$ cat src/rtl/top_memory_access.sv
// rtl/top_memory_access.sv - memory stage: load/store bus sequencer with writeback latch
// IDLE issues one aligned access per memop and waits in BUSY for dmem_ack; illegal/misaligned ops flag mem_err.
module top_memory_access #(
    parameter int XLEN         = 32,
    parameter int OPLEN        = 16,
    parameter int OP_LOAD_BIT  = 0,
    parameter int OP_STORE_BIT = 1,
    parameter int F3_LSB       = 2
) (
    input  logic             clk,
    input  logic             rst,
    input  logic             phase_memory,
    input  logic [OPLEN-1:0] decoded_op_em,
    input  logic [XLEN-1:0]  rs2data_em,
    input  logic             jump_state_em,
    input  logic [4:0]       rdsel_em,
    input  logic [XLEN-1:0]  next_pc_em,
    input  logic [XLEN-1:0]  alu_out_em,
    output logic             dmem_req,
    output logic             dmem_we,
    output logic [XLEN-1:0]  dmem_addr,
    output logic [3:0]       dmem_be,
    output logic [XLEN-1:0]  dmem_wdata,
    input  logic             dmem_ack,
    input  logic [XLEN-1:0]  dmem_rdata,
    output logic [OPLEN-1:0] decoded_op_mw,
    output logic [XLEN-1:0]  rddata_mw,
    output logic [4:0]       rdsel_mw,
    output logic             jump_state_mw,
    output logic [XLEN-1:0]  next_pc_mw,
    output logic             stall_memory,
    output logic             mem_err
);

    typedef enum logic {IDLE, BUSY} state_t;

    state_t           state_q, state_d;
    logic [XLEN-1:0]  addr_q, addr_d, wdata_q, wdata_d;
    logic             we_q, we_d;
    logic [3:0]       be_q, be_d;
    logic [1:0]       ea_lo_q, ea_lo_d;
    logic [2:0]       f3_q, f3_d;
    logic             mem_err_q, mem_err_d;
    logic [OPLEN-1:0] op_mw_q, op_mw_d;
    logic [XLEN-1:0]  rddata_mw_q, rddata_mw_d, next_pc_mw_q, next_pc_mw_d;
    logic [4:0]       rdsel_mw_q, rdsel_mw_d;
    logic             jump_mw_q, jump_mw_d;

    logic            is_load, is_store, memop, legal_f3, misaligned, stall_c, cap;
    logic [2:0]      f3;
    logic [XLEN-1:0] cap_rd, st_data, ld_data;
    logic [3:0]      st_be;
    logic [7:0]      ld_byte;
    logic [15:0]     ld_half;

    always_comb begin
        is_load  = decoded_op_em[OP_LOAD_BIT];
        is_store = decoded_op_em[OP_STORE_BIT] & ~is_load;
        memop    = decoded_op_em[OP_LOAD_BIT] | decoded_op_em[OP_STORE_BIT];
        f3       = decoded_op_em[F3_LSB+2:F3_LSB];
        legal_f3 = 1'b0;
        case (f3)
            3'b000, 3'b001, 3'b010: legal_f3 = 1'b1;
            3'b100, 3'b101:         legal_f3 = is_load;
            default:                legal_f3 = 1'b0;
        endcase
        misaligned = ((f3[1:0] == 2'b01) && alu_out_em[0]) ||
                     ((f3[1:0] == 2'b10) && (alu_out_em[1:0] != 2'b00));
        case (f3[1:0])
            2'b00: begin
                st_be   = 4'b0001 << alu_out_em[1:0];
                st_data = {(XLEN/8){rs2data_em[7:0]}};
            end
            2'b01: begin
                st_be   = 4'b0011 << alu_out_em[1:0];
                st_data = {(XLEN/16){rs2data_em[15:0]}};
            end
            default: begin
                st_be   = 4'b1111;
                st_data = rs2data_em;
            end
        endcase
    end

    // Load extraction uses the lane/width registered at issue, not the live inputs.
    always_comb begin
        ld_byte = dmem_rdata[{ea_lo_q, 3'b000} +: 8];
        ld_half = dmem_rdata[{ea_lo_q[1], 4'b0000} +: 16];
        case (f3_q)
            3'b000:  ld_data = {{(XLEN-8){ld_byte[7]}}, ld_byte};
            3'b001:  ld_data = {{(XLEN-16){ld_half[15]}}, ld_half};
            3'b100:  ld_data = {{(XLEN-8){1'b0}}, ld_byte};
            3'b101:  ld_data = {{(XLEN-16){1'b0}}, ld_half};
            default: ld_data = dmem_rdata;
        endcase
    end

    always_comb begin
        state_d      = state_q;
        addr_d       = addr_q;
        wdata_d      = wdata_q;
        we_d         = we_q;
        be_d         = be_q;
        ea_lo_d      = ea_lo_q;
        f3_d         = f3_q;
        mem_err_d    = 1'b0;
        op_mw_d      = op_mw_q;
        rddata_mw_d  = rddata_mw_q;
        rdsel_mw_d   = rdsel_mw_q;
        jump_mw_d    = jump_mw_q;
        next_pc_mw_d = next_pc_mw_q;
        stall_c      = 1'b0;
        cap          = 1'b0;
        cap_rd       = '0;
        case (state_q)
            IDLE: begin
                if (phase_memory) begin
                    if (!memop) begin
                        cap    = 1'b1;
                        cap_rd = alu_out_em;
                    end else if (legal_f3 && !misaligned) begin
                        stall_c = 1'b1;
                        addr_d  = {alu_out_em[XLEN-1:2], 2'b00};
                        we_d    = is_store;
                        be_d    = is_store ? st_be : 4'b0000;
                        wdata_d = is_store ? st_data : '0;
                        ea_lo_d = alu_out_em[1:0];
                        f3_d    = f3;
                        state_d = BUSY;
                    end else begin
                        mem_err_d = 1'b1;
                        cap       = 1'b1;
                    end
                end
            end
            BUSY: begin
                stall_c = ~dmem_ack;
                if (dmem_ack) begin
                    cap     = 1'b1;
                    cap_rd  = we_q ? alu_out_em : ld_data;
                    state_d = IDLE;
                end
            end
            default: state_d = IDLE;
        endcase
        if (cap) begin
            op_mw_d      = decoded_op_em;
            rddata_mw_d  = cap_rd;
            rdsel_mw_d   = rdsel_em;
            jump_mw_d    = jump_state_em;
            next_pc_mw_d = next_pc_em;
        end
    end

    always_ff @(posedge clk or posedge rst) begin
        if (rst) begin
            state_q      <= IDLE;
            addr_q       <= '0;
            wdata_q      <= '0;
            we_q         <= 1'b0;
            be_q         <= 4'b0000;
            ea_lo_q      <= 2'b00;
            f3_q         <= 3'b000;
            mem_err_q    <= 1'b0;
            op_mw_q      <= '0;
            rddata_mw_q  <= '0;
            rdsel_mw_q   <= 5'd0;
            jump_mw_q    <= 1'b0;
            next_pc_mw_q <= '0;
        end else begin
            state_q      <= state_d;
            addr_q       <= addr_d;
            wdata_q      <= wdata_d;
            we_q         <= we_d;
            be_q         <= be_d;
            ea_lo_q      <= ea_lo_d;
            f3_q         <= f3_d;
            mem_err_q    <= mem_err_d;
            op_mw_q      <= op_mw_d;
            rddata_mw_q  <= rddata_mw_d;
            rdsel_mw_q   <= rdsel_mw_d;
            jump_mw_q    <= jump_mw_d;
            next_pc_mw_q <= next_pc_mw_d;
        end
    end

    assign dmem_req      = (state_q == BUSY);
    assign dmem_we       = we_q;
    assign dmem_addr     = addr_q;
    assign dmem_be       = be_q;
    assign dmem_wdata    = wdata_q;
    assign stall_memory  = stall_c & ~rst;
    assign mem_err       = mem_err_q;
    assign decoded_op_mw = op_mw_q;
    assign rddata_mw     = rddata_mw_q;
    assign rdsel_mw      = rdsel_mw_q;
    assign jump_state_mw = jump_mw_q;
    assign next_pc_mw    = next_pc_mw_q;

endmodule

$ cat config.mk
export PLATFORM = sky130hd
export DESIGN_NAME = top_memory_access
export DESIGN_NICKNAME = d
export VERILOG_FILES = /design/src/rtl/top_memory_access.sv
export SDC_FILE = /design/constraint.sdc
export NUM_CORES = 1
export LEC_CHECK = 0
export ABC_AREA = 1
export CAP_MARGIN = 20
export CORE_AREA = 2 2 146 183
export CTS_BUF_LIST = sky130_fd_sc_hd__clkbuf_4
export DETAILED_ROUTE_END_ITERATION = 10
export DIE_AREA = 0 0 148 185
export GPL_ROUTABILITY_DRIVEN = 0
export MAX_ROUTING_LAYER = met4
export PLACE_DENSITY_LB_ADDON = 0.25
export SETUP_SLACK_MARGIN = 0.15
export SLEW_MARGIN = 30
export SYNTH_ARGS = -nofsm -noshare
export SYNTH_HDL_FRONTEND = slang
export SYNTH_SLANG_ARGS = --single-unit
$ cat constraint.sdc
create_clock -name clk -period 5.7 [get_ports clk]
set_input_delay 1.14 -clock clk [delete_from_list [all_inputs] [get_ports clk]]
set_output_delay 1.14 -clock clk [all_outputs]
set_load 0.03 [all_outputs]
======== Word-level counts from Yosys, hierarchy flattened ========
Cells that the tools add are included.
operators by class
  bitwise operators ....................... 7
  eq/ne operators ......................... 9
  multiplexer cells ....................... 25
  shift operators ......................... 4
  reductions and logical operators ........ 12
operator list
  cell                   number
  $mux W32               5
  $pmux W32 S2           2
  $pmux W32 S4           1
  $shiftx A32 B6 Y16     1
  $shiftx A32 B6 Y8      1
  $eq A3 B3 Y1 const B   4
  $mux W1                11
  $pmux W1 S2            4
  $pmux W4 S2            1
  $eq A3 B1 Y1 const B   2
  $logic_not A3 Y1       2
  $mux W4                1
  $not A1 Y1             4
  $reduce_and A4 Y1      1
  $shl A1 B2 Y4 const A  1
  $shl A2 B2 Y4 const A  1
  $eq A3 B2 Y1 const B   1
  $logic_and A1 B1 Y1    3
  $reduce_or A3 Y1       1
  $and A1 B1 Y1          2
  $eq A2 B1 Y1 const B   1
  $eq A2 B2 Y1 const B   1
  $logic_not A2 Y1       1
  $reduce_bool A2 Y1     1
  other kinds (4)        4
storage, ports and cells
  input bits .............................. 154
  register bits ........................... 160

======== Depth between registers and ports, before layout ========
Gate-level depths: netlist of run 1.
  depth in word-level cells ............... 10
  gate-level depth with buffers ........... 11
  gate-level depth less buffers ........... 10

======== Worst setup path before layout of run 1 ========
Ideal clock, no wire load.
  kind .................................... input-to-output
  from .................................... input port alu_out_em[1]
  to ...................................... output port stall_memory
  buffers on the path ..................... 2
  path slack .............................. 2.201 ns
  arrival ................................. 2.359 ns
  stages .................................. 7
  cells stage by stage .................... nor2_1 > nand3_1 > nand2_1 > nand4_2 > buf_2 > buf_2 > a21oi_1
between the ends
  longest elaborated chain between the ends .. 10
RTL lines
  item                 line  source
  start: declaration   18    input logic [XLEN-1:0] alu_out_em,
  $reduce_bool A2 Y1   68    ((f3[1:0] == 2'b10) && (alu_out_em[1:0] != 2'b00));
  $logic_and A1 B1 Y1  68
  $logic_or A1 B1 Y1   67    misaligned = ((f3[1:0] == 2'b01) && alu_out_em[0]) ||
  $logic_not A1 Y1     121   end else if (legal_f3 && !misaligned) begin
  $logic_and A1 B1 Y1  121
  $mux W1              121
  $mux W1              118   if (!memop) begin
  $mux W1              117   if (phase_memory) begin
  $pmux W1 S2          115   case (state_q)
  $and A1 B1 Y1        192   assign stall_memory = stall_c & ~rst;
  end: declaration     31    output logic stall_memory,
No other way between the ends.

======== Worst setup path after layout of run 1 ========
  from .................................... input port decoded_op_em[3]
  to ...................................... output port stall_memory
between the ends
  longest elaborated chain between the ends .. 10
  elaborated cells on any way between the ends .. 20
  those cells by class .................... 6 x eq/ne; 5 x mux; 1 x bitwise; 8 x reduce/logical
RTL lines
  item                                                                  line  source
  start: declaration                                                    13    input logic [OPLEN-1:0] decoded_op_em,
  parallel branches: the longest is 4 deep, another holds $eq A3 B1 Y1  -
  $logic_and A1 B1 Y1 *                                                 121
  $mux W1 *                                                             121
  $mux W1 *                                                             118
  $mux W1 *                                                             117
  $pmux W1 S2 *                                                         115
  $and A1 B1 Y1 *                                                       192
Every way passes the cells marked *.

==> results.md, run 1 <==
- Worst-Margin Slew: 0.976 ns
- Total routed wirelength: 27.3 mm
- Minimum clock period: 4.27 ns
- TritonRoute pass-1 iters: 5
- Port bufs: 309
- CTS Hold Buffers Added: 0
- Worst Path Class, Setup: in -> out
- Die X: 148 µm
- Routed wire per std cell: 17.0 µm
- First-pass GRT wire length: 42.4 mm
- Reg-to-reg endpoint: dmem_wdata[6]$_DFFE_PP0P_
- Vias/cell: 4.63
- RSZ-0062 raised after global routing: false
- Initial antenna violation count: 3
- P_leak: 5.32 nW
- Final Skew: 0.0151 ns
- Reg clk slew, reported paths: 0.15 ns
- Pint: 0.00239 W
- Register area share after synthesis: 52.8%
- Die height: 185 µm
- Post-synthesis cell type count: 25
- Setup bufs post-CTS: 0
- R2R cell count: 7
- GR Overflow Total: 0
- Net Switching: 0.00167 W
- Sequential Power Share: 37.8%
- IR Drop Worst-Case VDD: 137 µV
- Crit path to: stall_memory
- Final setup vio count: 0
- Core area: 25,800 µm²
- Yosys reg bits: 160
- Area Overhead vs Synth: 48.4%
- Syn_area_per_cell: 7.76 µm²
- Root Buffer: clkbuf_4
- Final period util: 74.8%
- Fmax: 0.234 GHz
- Worst Path Arrival: 3.13 ns
- CTS tree: done
- Share of the synthesized area in the top cell type: 52.8%
- Post-route ant nets: 0
- Max-cap violations: 0
- Net Sw Frac: 41.1%
- Row count: 66
- Initial Utilization: 29.4%
- Worst Hold Class: reg -> reg
- DRT iter0 DRCs: 436
- Share of cells above drive strength 1: 5.83%
- Worst Setup SP: decoded_op_em[3]
- Worst-skew pair later-pin latency: 0.57 ns
- Crit path max fanout: 21
- Longest Clk Path Bufs: 2
- Layout net count: 1,410
- IO Pins: 312
- Clk sinks: 160
- Vias in the first global route: 7,449
- Worst setup SP type: input pin
- Slew headroom: 35.0%
- Dpl cell area: 10,900 µm²
- Yosys top cell by area: dfrtp_1
- Post-Route Utilization: 43.7%
- Post_cts resized: 0
- Synth Instances: 976
- Final Cell Area: 11,200 µm²
- Die area: 27,400 µm²
- Drc violations: 0
- Logic pwr share: 43.8%
- Final Max Slew Viols: 0
- DP HPWL: 19.6 mm
- Final setup margin: 1.43 ns
- Pwr dens: 361 nW/µm²
- Post-Syn Area: 7580 µm²
- CP Capture Type: output pin
- R2R Path Start: dmem_req$_DFF_PP0_
- Hold Vio Cnt, Final: 0
- Commonest non-fill, non-tap cell in the layout: nand2_1
- Total GRT Usage: 20.6%
- Synth area leaders: dfrtp_1, nand2_1, nand3_1, o21ai_0, inv_1
- Setup slack, reg-to-reg: 3.25 ns
- Fillers: 2,637
- Largest net degree at the start of global routing: 98
- TNS Setup: 0 ns
- H-tree depth: 4
- Clock network fraction of design power: 18.5%
- Most frequent cells in the layout: nand2_1, clkdlybuf4s50_1, dfrtp_1
- Via count: 7,470
- Worst path required time: 4.56 ns
- Synth warn: 0
- Pre-CTS setup slack: 1.45 ns
- Status: complete, no violations
- CTS buffer count: 17
-- logic make-up (layout without fill, tap and decap cells) --
logic type	Yosys count	after routing	share of synthesized area [%]
AOI/OAI and AO/OA	143	143	10.2
buffers and inverters	119	411	6.55
DFF	160	160	52.8
other	1	5	0.0495
and+or+nand+nor	553	553	30.4
-- layout make-up --
cell class	count	area [µm²]	share of cell area [%]
Antenna cell	3	7.51	0.0667
Inverter	61	236	2.10
Timing Repair Buffer	318	3170	28.2
Clock inverter	13	163	1.45
Clock buffer	19	143	1.27
Tap cell	340	425	3.78
Multi-Input combinational cell	698	3100	27.5
Sequential cell	160	4000	35.6
-- worst min path at each step --
stage                                          start                    endpoint  slack (ns)  depth (start not counted)
after CTS                 dmem_wdata[21]$_DFFE_PP0P_  dmem_wdata[21]$_DFFE_PP0P_        0.50                          2
after detailed placement  dmem_wdata[21]$_DFFE_PP0P_  dmem_wdata[21]$_DFFE_PP0P_        0.47                          2
after floorplan                  f3_q[0]$_DFFE_PP0P_         f3_q[0]$_DFFE_PP0P_        0.47                          2
final                     dmem_wdata[21]$_DFFE_PP0P_  dmem_wdata[21]$_DFFE_PP0P_        0.50                          2
after global routing       dmem_addr[31]$_DFFE_PP0P_   dmem_addr[31]$_DFFE_PP0P_        0.53                          2
after global placement    dmem_wdata[19]$_DFFE_PP0P_  dmem_wdata[19]$_DFFE_PP0P_        0.46                          2
-- sequential cells by signal, summed over array words and instances (netlist names) --
signal,flops
rdsel_mw,5
jump_state_mw,1
dmem_we,1
f3_q,3
dmem_req,1
next_pc_mw,32
dmem_wdata,32
dmem_be,4
ea_lo_q,2
dmem_addr,30
rddata_mw,32
decoded_op_mw,16
mem_err,1
-- routing by layer --
metal	global-route usage (%)	vias up	routed length (µm)
li1	-	3691	-
met1	25.7	3501	11600
met2	33.7	242	13500
met3	4.21	36	1500
met4	6.74	0	739
met5	-	-	0
-- power by group through the flow --
stage                     sequential, W  combinational [W]  clock (W)
after global routing            0.00157            0.00193   0.000819
after floorplan                 0.00200           0.000541          0
final                           0.00153            0.00177   0.000749
after detailed placement        0.00155            0.00179          0
after global placement          0.00155            0.00178          0
after CTS                       0.00153            0.00180   0.000778
-- cell usage after synthesis, drive strengths merged --
cell type	instances
a21oi	39
buf	33
clkbuf	25
conb	1
dfrtp	160
inv	61
nand2	385
nand3	124
nand4	1
nor2	23
o211ai	6
o21ai	89
o21bai	3
o221ai	5
o22ai	1
or2	20
-- per-stage QoR --
stage | hold WS [ns] | instances | total power, W
2_1_floorplan | 0.475 | 977 | 0.00254
6_report | 0.498 | 1612 | 0.00406
4_1_cts | 0.502 | 1609 | 0.00411
3_5_place_dp | 0.465 | 1577 | 0.00335
3_3_place_gp | 0.464 | 1577 | 0.00334
5_1_grt | 0.529 | 1612 | 0.00431
-- worst max-delay path, cell delays in order --
cell,delay (ns)
clkdlybuf4s50_1,0.39
buf_4,0.20
inv_1,0.35
o21ai_0,0.15
nand2_1,0.15
nand4_4,0.25
a21oi_1,0.31
buf_12,0.16
Power figures use the tool's default switching activity.
==> run 2: changes to the inputs <==
==> constraint.sdc (replaced) <==
create_clock -name clk -period 3.7 [get_ports clk]
set_input_delay 0.74 -clock clk [delete_from_list [all_inputs] [get_ports clk]]
set_output_delay 0.74 -clock clk [all_outputs]
set_load 0.03 [all_outputs]
==> run 2 against run 1 <==
Against the previous run: final area increased by 0.39%; combinational power rose by 55%; setup slack got worse by 0.66 ns; sequential power grew 54%; clock-buffer cell count fell by 1; clock skew increased by 0.011 ns; non-clock buffer count grew 5; worst hold slack lost 0.0037 ns; die area is the same; largest power group unchanged; highest routed layer unchanged.
==> results.md, run 2 (synthesized netlist as in run 1, its figures left out) <==
- Fmax: 0.341 GHz
- Worst Path Class, Setup: in -> out
- Vias/cell: 4.64
- Post-Route Utilization: 43.8%
- Final setup vio count: 0
- First-pass GRT wire length: 41.6 mm
- Port bufs: 309
- Die area: 27,400 µm²
- Final Max Slew Viols: 0
- Hold Vio Cnt, Final: 0
- Die height: 185 µm
- Crit path max fanout: 6
- CP Capture Type: output pin
- Commonest non-fill, non-tap cell in the layout: nand2_1
- Most frequent cells in the layout: nand2_1, clkdlybuf4s50_1, dfrtp_1
- Largest net degree at the start of global routing: 99
- Setup slack, reg-to-reg: 1.22 ns
- Post-route ant nets: 0
- Longest Clk Path Bufs: 2
- Share of cells above drive strength 1: 6.28%
- TritonRoute pass-1 iters: 5
- Core area: 25,800 µm²
- CTS tree: done
- Worst-Margin Slew: 0.955 ns
- Initial antenna violation count: 5
- Vias in the first global route: 7,420
- IO Pins: 312
- Cells after DPL: 1,582
- Die X: 148 µm
- Worst Hold Class: reg -> reg
- Final period util: 79.2%
- RSZ-0062 raised after global routing: false
- Final Skew: 0.0263 ns
- Routed wire per std cell: 16.8 µm
- P_leak: 5.36 nW
- CTS Hold Buffers Added: 0
- Worst setup SP type: input pin
- Status: complete, no violations
- Slew headroom: 36.3%
- DRT iter0 DRCs: 453
- Post_cts resized: 0
- Final Cell Area: 11,300 µm²
- Worst-skew pair later-pin latency: 0.62 ns
- Layout net count: 1,415
- GR Overflow Total: 0
- Row count: 66
- Minimum clock period: 2.93 ns
- DP HPWL: 19.8 mm
- Total GRT Usage: 20.3%
- Drc violations: 0
- CTS buffer count: 17
- Root Buffer: clkbuf_4
- Setup bufs post-CTS: 0
- H-tree depth: 4
- Initial Utilization: 29.4%
- Via count: 7,518
- TNS Setup: 0 ns
- Total routed wirelength: 27.2 mm
- Clk sinks: 160
- Worst path required time: 2.96 ns
- IR Drop Worst-Case VDD: 250 µV
- Area Overhead vs Synth: 49.0%
- Pwr dens: 552 nW/µm²
- Fin cells: 1,619
- Worst Path Arrival: 2.19 ns
- Reg clk slew, reported paths: 0.13 ns
- Max-cap violations: 0
- Dpl cell area: 11,000 µm²
## run 2: changes by cell type in the layout (fill, tap and decap cells not counted), sizes merged
cell / change
clkinvlp: -3
buf: +5
diode: +2
clkinv: +1
inv: +4
bufinv: -1
clkbuf: -1
## run 2: layout make-up
cell class	count	area, µm²
inverters	61	233
diodes	5	12.5
flip-flops and latches	160	4000
fillers	2680	14500
clock inverters	14	155
well taps	340	425
clock buffers	18	135
repair buffers	323	3230
multi-input cells	698	3090
## run 2: metal layers
| layer | vias to the layer above | routed length (µm) | global-route usage [%] |
|---|---|---|---|
| met5 | - | 0 | - |
| met4 | 0 | 597 | 6.78 |
| met3 | 33 | 1600 | 4.38 |
| met2 | 237 | 13700 | 33.9 |
| met1 | 3542 | 11300 | 24.3 |
| li1 | 3706 | - | - |
## run 2: path summary, 6_finish.rpt
kind                                   startpoint                       endpoint  cells after the start
max in group asynchronous                     rst  decoded_op_mw[12]$_DFFE_PP0P_                      3
hold reg to reg            dmem_be[2]$_DFFE_PP0P_         dmem_be[2]$_DFFE_PP0P_                      2
hold / removal             dmem_be[2]$_DFFE_PP0P_         dmem_be[2]$_DFFE_PP0P_                      2
setup reg to reg              f3_q[1]$_DFFE_PP0P_      rddata_mw[28]$_DFFE_PP0P_                      9
min in group asynchronous                     rst            f3_q[1]$_DFFE_PP0P_                      3
setup / recovery                    alu_out_em[1]                   stall_memory                      7
## run 2: per-stage QoR
step / hold slack [ns] / power, W / setup WS [ns]
after floorplan: 0.475 / 0.00392 / 0.931
after CTS: 0.499 / 0.00631 / 0.790
after detailed placement: 0.465 / 0.00516 / 0.740
final: 0.494 / 0.00623 / 0.771
after global routing: 0.528 / 0.00661 / 0.673
after global placement: 0.462 / 0.00514 / 0.791
## run 2: worst max-delay path: stages
cell	delay [ns]
clkdlybuf4s50_1	0.51
nor2_1	0.19
nand3_1	0.08
nand2_1	0.13
nand4_4	0.12
a21oi_1	0.26
buf_12	0.16
## run 2: report_power, final
part / total, W / switching (W) / internal (W)
combinational: 0.00274 / 0.00165 / 0.00108
sequential: 0.00236 / 0.000240 / 0.00212
clock: 0.00113 / 0.000708 / 0.000423
